--- config.mk ---
export PLATFORM = sky130hd
export DESIGN_NAME = prefetch_queue
export DESIGN_NICKNAME = d
export VERILOG_FILES = /design/src/rtl/prefetch_queue.sv
export SDC_FILE = /design/constraint.sdc
export NUM_CORES = 1
export LEC_CHECK = 0
export ABC_CLOCK_PERIOD_IN_PS = 3400
export CAP_MARGIN = 10
export CORE_UTILIZATION = 49
export CTS_CLUSTER_SIZE = 12
export DETAILED_ROUTE_END_ITERATION = 8
export PLACE_DENSITY = 0.83
export SLEW_MARGIN = 20
export SYNTH_ARGS = -nofsm -noshare
export SYNTH_HDL_FRONTEND = slang
export SYNTH_SLANG_ARGS = --single-unit
--- constraint.sdc ---
create_clock -name clk -period 3.4 [get_ports clk]
set_input_delay 0.51 -clock clk [delete_from_list [all_inputs] [get_ports clk]]
set_output_delay 0.51 -clock clk [all_outputs]
set_load 0.02 [all_outputs]
--- src/rtl/prefetch_queue.sv ---
// -----------------------------------------------------------------------------
// prefetch_queue
//   This is the decoupled instruction-fetch front end. A request/acknowledge
//   fetch engine fills a DEPTH-entry circular FIFO of {instruction, pc} pairs,
//   and decode drains that FIFO through a valid/ready handshake. A flush
//   redirects fetch to flush_pc and discards everything that is queued.
//
// Ports
//   clk         rising-edge clock
//   reset       asynchronous reset, active-low (0 = in reset)
//   imem_req    fetch request, registered, held until acknowledged
//   imem_addr   fetch address, registered, stable while imem_req=1
//   imem_ack    memory accepts the request and returns imem_rdata this cycle
//   imem_rdata  instruction word, valid with imem_ack
//   flush       redirect: drop queue contents, refetch from flush_pc
//   flush_pc    redirect target
//   out_valid   head entry valid (count != 0)
//   out_ready   consumer accepts the head entry
//   out_instr   head instruction (0 when empty)
//   out_pc      address of the head instruction (0 when empty)
//   count       number of occupied entries
// -----------------------------------------------------------------------------
module prefetch_queue #(
   parameter int unsigned       bus      = 32,
   parameter int unsigned       DEPTH    = 4,
   parameter logic [bus-1:0]    RESET_PC = '0,
   parameter int unsigned       STEP     = 4
) (
   input  logic                       clk,
   input  logic                       reset,
   output logic                       imem_req,
   output logic [bus-1:0]             imem_addr,
   input  logic                       imem_ack,
   input  logic [bus-1:0]             imem_rdata,
   input  logic                       flush,
   input  logic [bus-1:0]             flush_pc,
   output logic                       out_valid,
   input  logic                       out_ready,
   output logic [bus-1:0]             out_instr,
   output logic [bus-1:0]             out_pc,
   output logic [$clog2(DEPTH):0]     count
);

   localparam int unsigned PW = $clog2(DEPTH);
   localparam int unsigned CW = PW + 1;

   // IDLE: no request. REQ: live request at fetch_pc.
   // DROP: request abandoned by a flush, still waiting for its ack.
   typedef enum logic [1:0] {
      IDLE = 2'd0,
      REQ  = 2'd1,
      DROP = 2'd2
   } state_t;

   state_t          state_q,    state_d;
   logic [bus-1:0]  fetch_pc_q, fetch_pc_d;
   logic [PW-1:0]   rd_ptr_q,   rd_ptr_d;
   logic [PW-1:0]   wr_ptr_q,   wr_ptr_d;
   logic [CW-1:0]   count_q,    count_d;
   logic            req_q,      req_d;
   logic [bus-1:0]  addr_q,     addr_d;

   logic [bus-1:0]  instr_mem [DEPTH];
   logic [bus-1:0]  pc_mem    [DEPTH];

   logic            push;
   logic            pop;
   logic [CW-1:0]   count_after;
   logic            space;

   // -------------------------------------------------------------------------
   // Next-state logic
   // -------------------------------------------------------------------------
   always_comb begin
      // NOTE: every signal assigned here gets a default first, so no path
      // leaves one unassigned and no latch is inferred.
      state_d    = state_q;
      fetch_pc_d = fetch_pc_q;
      rd_ptr_d   = rd_ptr_q;
      wr_ptr_d   = wr_ptr_q;
      count_d    = count_q;
      req_d      = req_q;
      addr_d     = addr_q;

      pop         = (count_q != '0) && out_ready && !flush;
      push        = (state_q == REQ) && imem_ack && !flush;
      count_after = count_q + CW'(push) - CW'(pop);
      // Issue a new request only when its data is guaranteed a free slot.
      space       = (count_after < CW'(DEPTH));

      if (flush) begin
         rd_ptr_d   = '0;
         wr_ptr_d   = '0;
         count_d    = '0;
         fetch_pc_d = flush_pc;
         req_d      = 1'b1;
         if ((state_q != IDLE) && !imem_ack) begin
            // The memory still owes an ack for the old address. Keep the
            // request up at that address and discard its data when it arrives.
            state_d = DROP;
         end else begin
            // Either nothing is outstanding or the outstanding request
            // finishes in this cycle. In both cases fetch can go straight to
            // the redirect target.
            state_d = REQ;
            addr_d  = flush_pc;
         end
      end else begin
         if (push) begin
            wr_ptr_d = wr_ptr_q + PW'(1);
         end
         if (pop) begin
            rd_ptr_d = rd_ptr_q + PW'(1);
         end
         count_d = count_after;

         unique case (state_q)
            IDLE: begin
               if (space) begin
                  state_d = REQ;
                  req_d   = 1'b1;
                  addr_d  = fetch_pc_q;
               end
            end
            REQ: begin
               if (imem_ack) begin
                  fetch_pc_d = fetch_pc_q + bus'(STEP);
                  if (space) begin
                     addr_d = fetch_pc_d;
                  end else begin
                     state_d = IDLE;
                     req_d   = 1'b0;
                  end
               end
            end
            DROP: begin
               if (imem_ack) begin
                  state_d = IDLE;
                  req_d   = 1'b0;
               end
            end
            default: begin
               state_d = IDLE;
               req_d   = 1'b0;
            end
         endcase
      end
   end

   // -------------------------------------------------------------------------
   // State registers
   // -------------------------------------------------------------------------
   // NOTE: sequential state uses non-blocking assignments only. Every flop
   // samples its _d value from the same edge, so evaluation order cannot
   // change the result.
   always_ff @(posedge clk or negedge reset) begin
      if (!reset) begin
         state_q    <= IDLE;
         fetch_pc_q <= RESET_PC;
         rd_ptr_q   <= '0;
         wr_ptr_q   <= '0;
         count_q    <= '0;
         req_q      <= 1'b0;
         addr_q     <= RESET_PC;
      end else begin
         state_q    <= state_d;
         fetch_pc_q <= fetch_pc_d;
         rd_ptr_q   <= rd_ptr_d;
         wr_ptr_q   <= wr_ptr_d;
         count_q    <= count_d;
         req_q      <= req_d;
         addr_q     <= addr_d;
      end
   end

   // NOTE: the entry storage is not reset. Its contents are only observed
   // through count_q, which is reset, so reset logic on the array would buy
   // nothing.
   always_ff @(posedge clk) begin
      if (push) begin
         instr_mem[wr_ptr_q] <= imem_rdata;
         pc_mem[wr_ptr_q]    <= addr_q;
      end
   end

   // -------------------------------------------------------------------------
   // Outputs
   // -------------------------------------------------------------------------
   assign imem_req  = req_q;
   assign imem_addr = addr_q;
   assign count     = count_q;
   assign out_valid = (count_q != '0);
   assign out_instr = out_valid ? instr_mem[rd_ptr_q] : '0;
   assign out_pc    = out_valid ? pc_mem[rd_ptr_q]    : '0;

endmodule

Yosys cells after proc, flatten, opt, wreduce, memory -nomap -nowiden:

Memories as Yosys holds them, arrays and structs flattened.
Cells that the tools add are included.

* add/subtract/negate cells: 5
* magnitude comparators: 1
* equal/unequal tests: 8
* mux-type cells: 31
* reductions and logical operators: 18

Operators by type and width (number)
* $mux W32: 10
* $pmux W32 S2: 1
* $add A32 B3 Y32 const B: 1
* $mux W2: 10
* $ne A3 B3 Y1 const B: 5
* $reduce_bool A2 Y1: 5
* $mux W1: 7
* $pmux W2 S3: 1
* $reduce_bool A3 Y1: 2
* $logic_and A1 B1 Y1: 5
* $reduce_and A5 Y1: 1
* $add A2 B1 Y2 const B: 2
* $reduce_and A4 Y1: 1
* $add A3 B1 Y3: 1
* $lt A3 B3 Y1 const B: 1
* $mux W3: 1
* $pmux W1 S3: 1
* $sub A3 B1 Y3: 1
* $eq A2 B1 Y1 const B: 1
* $eq A2 B2 Y1 const B: 1
* $logic_not A1 Y1: 2
* $logic_not A2 Y1: 1
* $ne A2 B2 Y1 const B: 1
* $reduce_and A2 Y1: 1

* register bits: 74
* RAM bits: 256
* input bits: 69
* word-level logic and storage cells: 72
* memories: 2

Memory list
* instr_mem: depth 4, width 32, read ports 1, clocked after memory_dff 0, write ports 1, line 63 `logic [bus-1:0] instr_mem [DEPTH];`
* pc_mem: depth 4, width 32, read ports 1, clocked after memory_dff 0, write ports 1, line 64 `logic [bus-1:0] pc_mem [DEPTH];`

Depth between registers and ports, before layout:

* word-level depth: 10
* depth in mapped cells: 17

Worst setup path after synthesis:

No wires, ideal clock.

* path kind: input to register
* from: in flush
* to: reg addr_q[25], in the netlist imem_addr[25]
* data arrival time: 3.454 ns
* data required time: 3.250 ns
* slack: -0.205 ns
* stages: 15
* cell sequence: clkbuf_1 -> clkbuf_1 -> buf_1 -> nor2_1 -> ha_1 -> inv_1 -> ha_1 -> inv_1 -> fa_1 -> xor2_1 -> xnor2_1 -> o21a_1 -> buf_2 -> buf_1 -> a41oi_1

* word-level cells in the longest chain between the ends: 7
* elaborated cells between the ends (all ways): 13

Ends and longest elaborated chain
* from (decl): line 35 `input logic flush,`
* $logic_not A1 Y1: line 85, 86
* $logic_and A1 B1 Y1: line 86 `push = (state_q == REQ) && imem_ack && !flush;`
* $add A3 B1 Y3: line 87 `count_after = count_q + CW'(push) - CW'(pop);`
* $sub A3 B1 Y3: line 87
* $lt A3 B3 Y1: line 89 `space = (count_after < CW'(DEPTH));`
* $ne A3 B3 Y1 (no line)
* $reduce_and A5 Y1 (no line)
* to (signal assigned): line 172 `addr_q <= addr_d;`
* to (decl): line 61 `logic [bus-1:0] addr_q, addr_d;`

Parallel ways exist; a longest one is shown, timed or not.
A chain may end at the register's enable or synchronous reset.

Final worst setup path:

* from: reg rd_ptr_q[0]
* to: out out_pc[2]

* word-level cells in the longest chain between the ends: 2

Ends and longest elaborated chain
* from (decl): line 57 `logic [PW-1:0] rd_ptr_q, rd_ptr_d;`
* from (signal assigned): line 168 `rd_ptr_q <= rd_ptr_d;`
* $mem_v2 Z4 W32
* $mux W32: line 194 `assign out_pc = out_valid ? pc_mem[rd_ptr_q] : '0;`
* to (decl): line 40 `output logic [bus-1:0] out_pc,`

Every way passes these cells.

==> qor.log <==
qor: placed_design.detailedPlace.worstSlack 0.0269 ns
qor: clock_tree.clock_latency 0.50 ns
qor: clock_tree.cts_hold_repair.buffers 0
qor: setup_path.cp_delay_by_family_top buffers and inverters
qor: placed_design.hpwlAfterDp 19,800 µm
qor: logic_synthesis.post_synthesis_average_cell_area 15.9 µm²
qor: sta.clock.fmax 309 MHz
qor: drt.wl_per_cell 20.9 µm
qor: setup_path.critPathArrivalTime 2.73 ns
qor: sta.post-route-min-period 3.24 ns
qor: power_and_ir_drop.power.internal 9.42 mW
qor: sta.final.setup.worst_slack 0.164 ns
qor: power_and_ir_drop.leakage 5.86 nW
qor: sta.skew 0.0131 ns
qor: power_and_ir_drop.clockPowerShare 0.266
qor: logic_synthesis.ys_async_sr_fraction 0.224
qor: clock_tree.tritoncts yes
qor: global_routing.gr-usage-all-layers 0.213
qor: power_and_ir_drop.switching_power 4.36 mW
qor: setup_path.slowest_delay 0.68 ns
qor: sta.setup_total_negative_slack 0 ns
qor: clock_tree.cts_root_buf sky130_fd_sc_hd__clkbuf_16
qor: clock_tree.post-cts-setup-buffers 0
qor: sta.relSlewSlack 0.367
qor: final_layout.syn2layout_area_growth 23.8%
qor: power_and_ir_drop.seq_power_share 0.408
qor: final_layout.final_core_area_utilization 0.622
qor: logic_synthesis.seq_area_frac_synth 0.676
qor: drt.viasPerCell 5.67
qor: flow_run.number_of_max_capacitance_violations_reported 0
qor: sta.maxSlewViolCount 0
qor: sta.worst_pin_slew 0.949 ns
qor: setup_path.crit_fanout 19
qor: setup_path.crit_type register to output port
qor: floorplanning.core_region_area 28,100 µm²
qor: placed_design.gpl.final_weighted_congestion 0.891
qor: final_layout.layout.filler_cells 2,075
qor: clock_tree.post_cts_resized 0
qor: logic_synthesis.synth.most_common_cell sky130_fd_sc_hd__edfxtp_1
qor: sta.grt_setup_unrepaired no
qor: power_and_ir_drop.p_per_area 789 nW/µm²
qor: drt.dr.pass1.iters 5
qor: logic_synthesis.postSynth.topFlopCell sky130_fd_sc_hd__edfxtp_1
qor: clock_tree.tritoncts_buffers 36
qor: sta.setup_viol_count_final 0
qor: final_layout.post_route_cells_drive_above_1_share 0.169
qor: global_routing.via_count_of_the_first_global_routing_pass 8,394
qor: placed_design.numPlacedInstances 1,408
qor: global_routing.pin_count_of_the_biggest_net_entering_global_routing 75
qor: global_routing.grt-ovfl-total 0
qor: drt.drt-total-wl 30,700 µm
qor: clock_tree.max_buffers_root_to_sink 3
qor: logic_synthesis.ys.warnings.count 0
qor: logic_synthesis.synth.cell_area 14,100 µm²
qor: sta.timing_hold_violations_final 0
qor: logic_synthesis.ys_ff_latch 330
qor: drt.detail-route-antenna-nets 0
qor: setup_path.timing.critical_path.to_type output port
qor: logic_synthesis.yosys_cell_types 62
qor: logic_synthesis.synth_enable_flop_cells 256
qor: logic_synthesis.yosysTopAreaCellShare 0.545
qor: logic_synthesis.synth_largest_area_cell sky130_fd_sc_hd__edfxtp_1
qor: setup_path.worst_setup_path_start_kind register
qor: final_layout.finish.cell_count_without_fillers 1,468
qor: floorplanning.floorplan.initialDensity 0.502
qor: logic_synthesis.synth_nets 967
qor: floorplanning.floorplan.die_area 29,500 µm²
qor: sta.fin_hold_ws 0.154 ns
qor: floorplanning.rows 61
qor: floorplanning.die-height 172 µm
qor: floorplanning.die_x 172 µm
qor: sta.min_period_over_period 0.952
qor: drt.detail_route.iter0.violations 660
qor: clock_tree.cts.reportedPaths.clkPinSlew 0.06 ns
qor: power_and_ir_drop.combinationalPowerShare 0.326
qor: global_routing.grt_antenna_before_repair 0
qor: floorplanning.num_io_pins 170
qor: clock_tree.clock_tree.htree_level_count 2
qor: power_and_ir_drop.fraction_of_power_spent_switching_nets 0.317
qor: drt.vias_post_dr 8,320
qor: status.outcome finished clean
qor: logic_synthesis.netlist_top_cells_count sky130_fd_sc_hd__edfxtp_1 (256), sky130_fd_sc_hd__dfrtp_1 (74), sky130_fd_sc_hd__nand2_1 (68), sky130_fd_sc_hd__and2_1 (65), sky130_fd_sc_hd__mux4_2 (64)
qor: setup_path.timing.critical_path.buf_inv 2
qor: final_layout.nets 1,145
qor: drt.drc_errors 0
qor: clock_tree.numClockSinks 330
qor: logic_synthesis.post_synth_inst_count 890
qor: placed_design.place.port_buffers 169
qor: setup_path.crit_chain buf_12, mux4_2, and2_1, clkdlybuf4s50_1
qor: final_layout.num_antenna_cells 0
qor: power_and_ir_drop.vdd.ir_drop.worst 0.424 mV
qor: setup_path.cp_max_delay_cell sky130_fd_sc_hd__dfrtp_4
qor: setup_path.critPathRequiredTime 2.89 ns
qor: global_routing.first_pass_grt_wire_length 47,200 µm
qor: logic_synthesis.synth.area.top_cells sky130_fd_sc_hd__edfxtp_1 (54%), sky130_fd_sc_hd__dfrtp_1 (13%), sky130_fd_sc_hd__mux4_2 (10%)
qor: worst_hold_path.tightest_hold_check_type input pin to asynchronous set/reset pin
## worst paths after layout
path | start | end | slack (ns) | cells after the start
max | rd_ptr_q[0]$_DFFE_PN0P_ | out_pc[2] | 0.16 | 4
min in group clk | flush | count[2]$_DFF_PN0_ | 0.33 | 2
min | reset | fetch_pc_q[8]$_DFFE_PN0P_ | 0.15 | 1
max in group asynchronous | reset | rd_ptr_q[1]$_DFFE_PN0P_ | 2.52 | 1
max reg2reg | count[0]$_DFF_PN0_ | imem_addr[30]$_DFFE_PN0P_ | 0.23 | 14
min reg2reg | fetch_pc_q[1]$_DFFE_PN0P_ | fetch_pc_q[1]$_DFFE_PN0P_ | 0.51 | 1
## kinds of logic (layout without fill, tap and decap cells)
logic type,after synthesis,after routing,share of synthesized area
AO/OA/AOI/OAI,82,82,0.0356
XOR/XNOR,58,58,0.0360
adder cells (fa/ha/maj),8,8,0.00763
multiplexers,87,87,0.120
buffers and inverters,67,267,0.0215
flip-flops,330,330,0.676
AND/OR/NAND/NOR,258,258,0.103
## registers in the layout, indices dropped and copies added, names as in the netlist
name,flops
count,3
fetch_pc_q,32
imem_addr,32
imem_req,1
instr_mem,128
pc_mem,128
rd_ptr_q,2
state_q,2
wr_ptr_q,2
## power by group through the flow
stage	registers, mW	logic, mW	clock network (mW)
detailed placement	5.70	4.53	0
finish	5.62	4.49	3.66
floorplan	5.64	2.40	0
global placement	5.66	4.45	0
CTS	5.62	4.55	3.75
global route	5.68	4.81	3.89
## per-stage QoR
| stage | cell area, µm² | power (mW) |
|---|---|---|
| finish | 17500 | 13.8 |
| global route | 17500 | 14.4 |
| CTS | 17500 | 13.9 |
| detailed placement | 16400 | 10.2 |
| global placement | 16400 | 10.1 |
| floorplan | 14100 | 8.04 |
## final cells by class
cell class	instances	area, µm²	share of cell area
sequential	330	9550	0.547
multi-input combinational	493	4300	0.246
inverter	10	37.5	0.00215
clock inverter	8	91.3	0.00523
tap	378	473	0.0271
timing repair buffer	197	2010	0.115
clock buffer	52	1010	0.0580
## cells in the final DEF (no fill, tap or decap), types with 5 or more instances in the layout
cell / synthesis / final
sky130_fd_sc_hd__nor2_1: 29 / 29
sky130_fd_sc_hd__a21oi_1: 13 / 13
sky130_fd_sc_hd__clkbuf_16: 0 / 37
sky130_fd_sc_hd__clkbuf_1: 29 / 12
sky130_fd_sc_hd__clkdlybuf4s50_1: 0 / 167
sky130_fd_sc_hd__edfxtp_1: 256 / 256
sky130_fd_sc_hd__nor3_1: 19 / 19
sky130_fd_sc_hd__buf_12: 0 / 9
sky130_fd_sc_hd__and2_1: 65 / 65
sky130_fd_sc_hd__mux4_2: 64 / 64
sky130_fd_sc_hd__inv_1: 10 / 10
sky130_fd_sc_hd__nor4_1: 10 / 10
sky130_fd_sc_hd__o211ai_1: 6 / 6
sky130_fd_sc_hd__ha_1: 7 / 7
sky130_fd_sc_hd__o21ai_0: 31 / 31
sky130_fd_sc_hd__dfrtp_1: 74 / 72
sky130_fd_sc_hd__o22ai_1: 5 / 5
sky130_fd_sc_hd__buf_4: 2 / 20
sky130_fd_sc_hd__xor2_1: 23 / 23
sky130_fd_sc_hd__xnor2_1: 35 / 34
sky130_fd_sc_hd__nand4_1: 8 / 8
sky130_fd_sc_hd__mux2i_1: 6 / 6
sky130_fd_sc_hd__nand3_1: 18 / 18
sky130_fd_sc_hd__nand2_1: 68 / 68
sky130_fd_sc_hd__mux2_2: 17 / 17
## routing by layer
metal | global-route usage | vias to the layer above | routed length (µm)
li1 | - | 3727 | -
met1 | 0.289 | 4237 | 13000
met2 | 0.353 | 317 | 15000
met3 | 0.0430 | 39 | 2300
met4 | 0.0512 | 0 | 387
met5 | 0 | - | 0
Note: power is estimated with default switching activity, not from simulation.
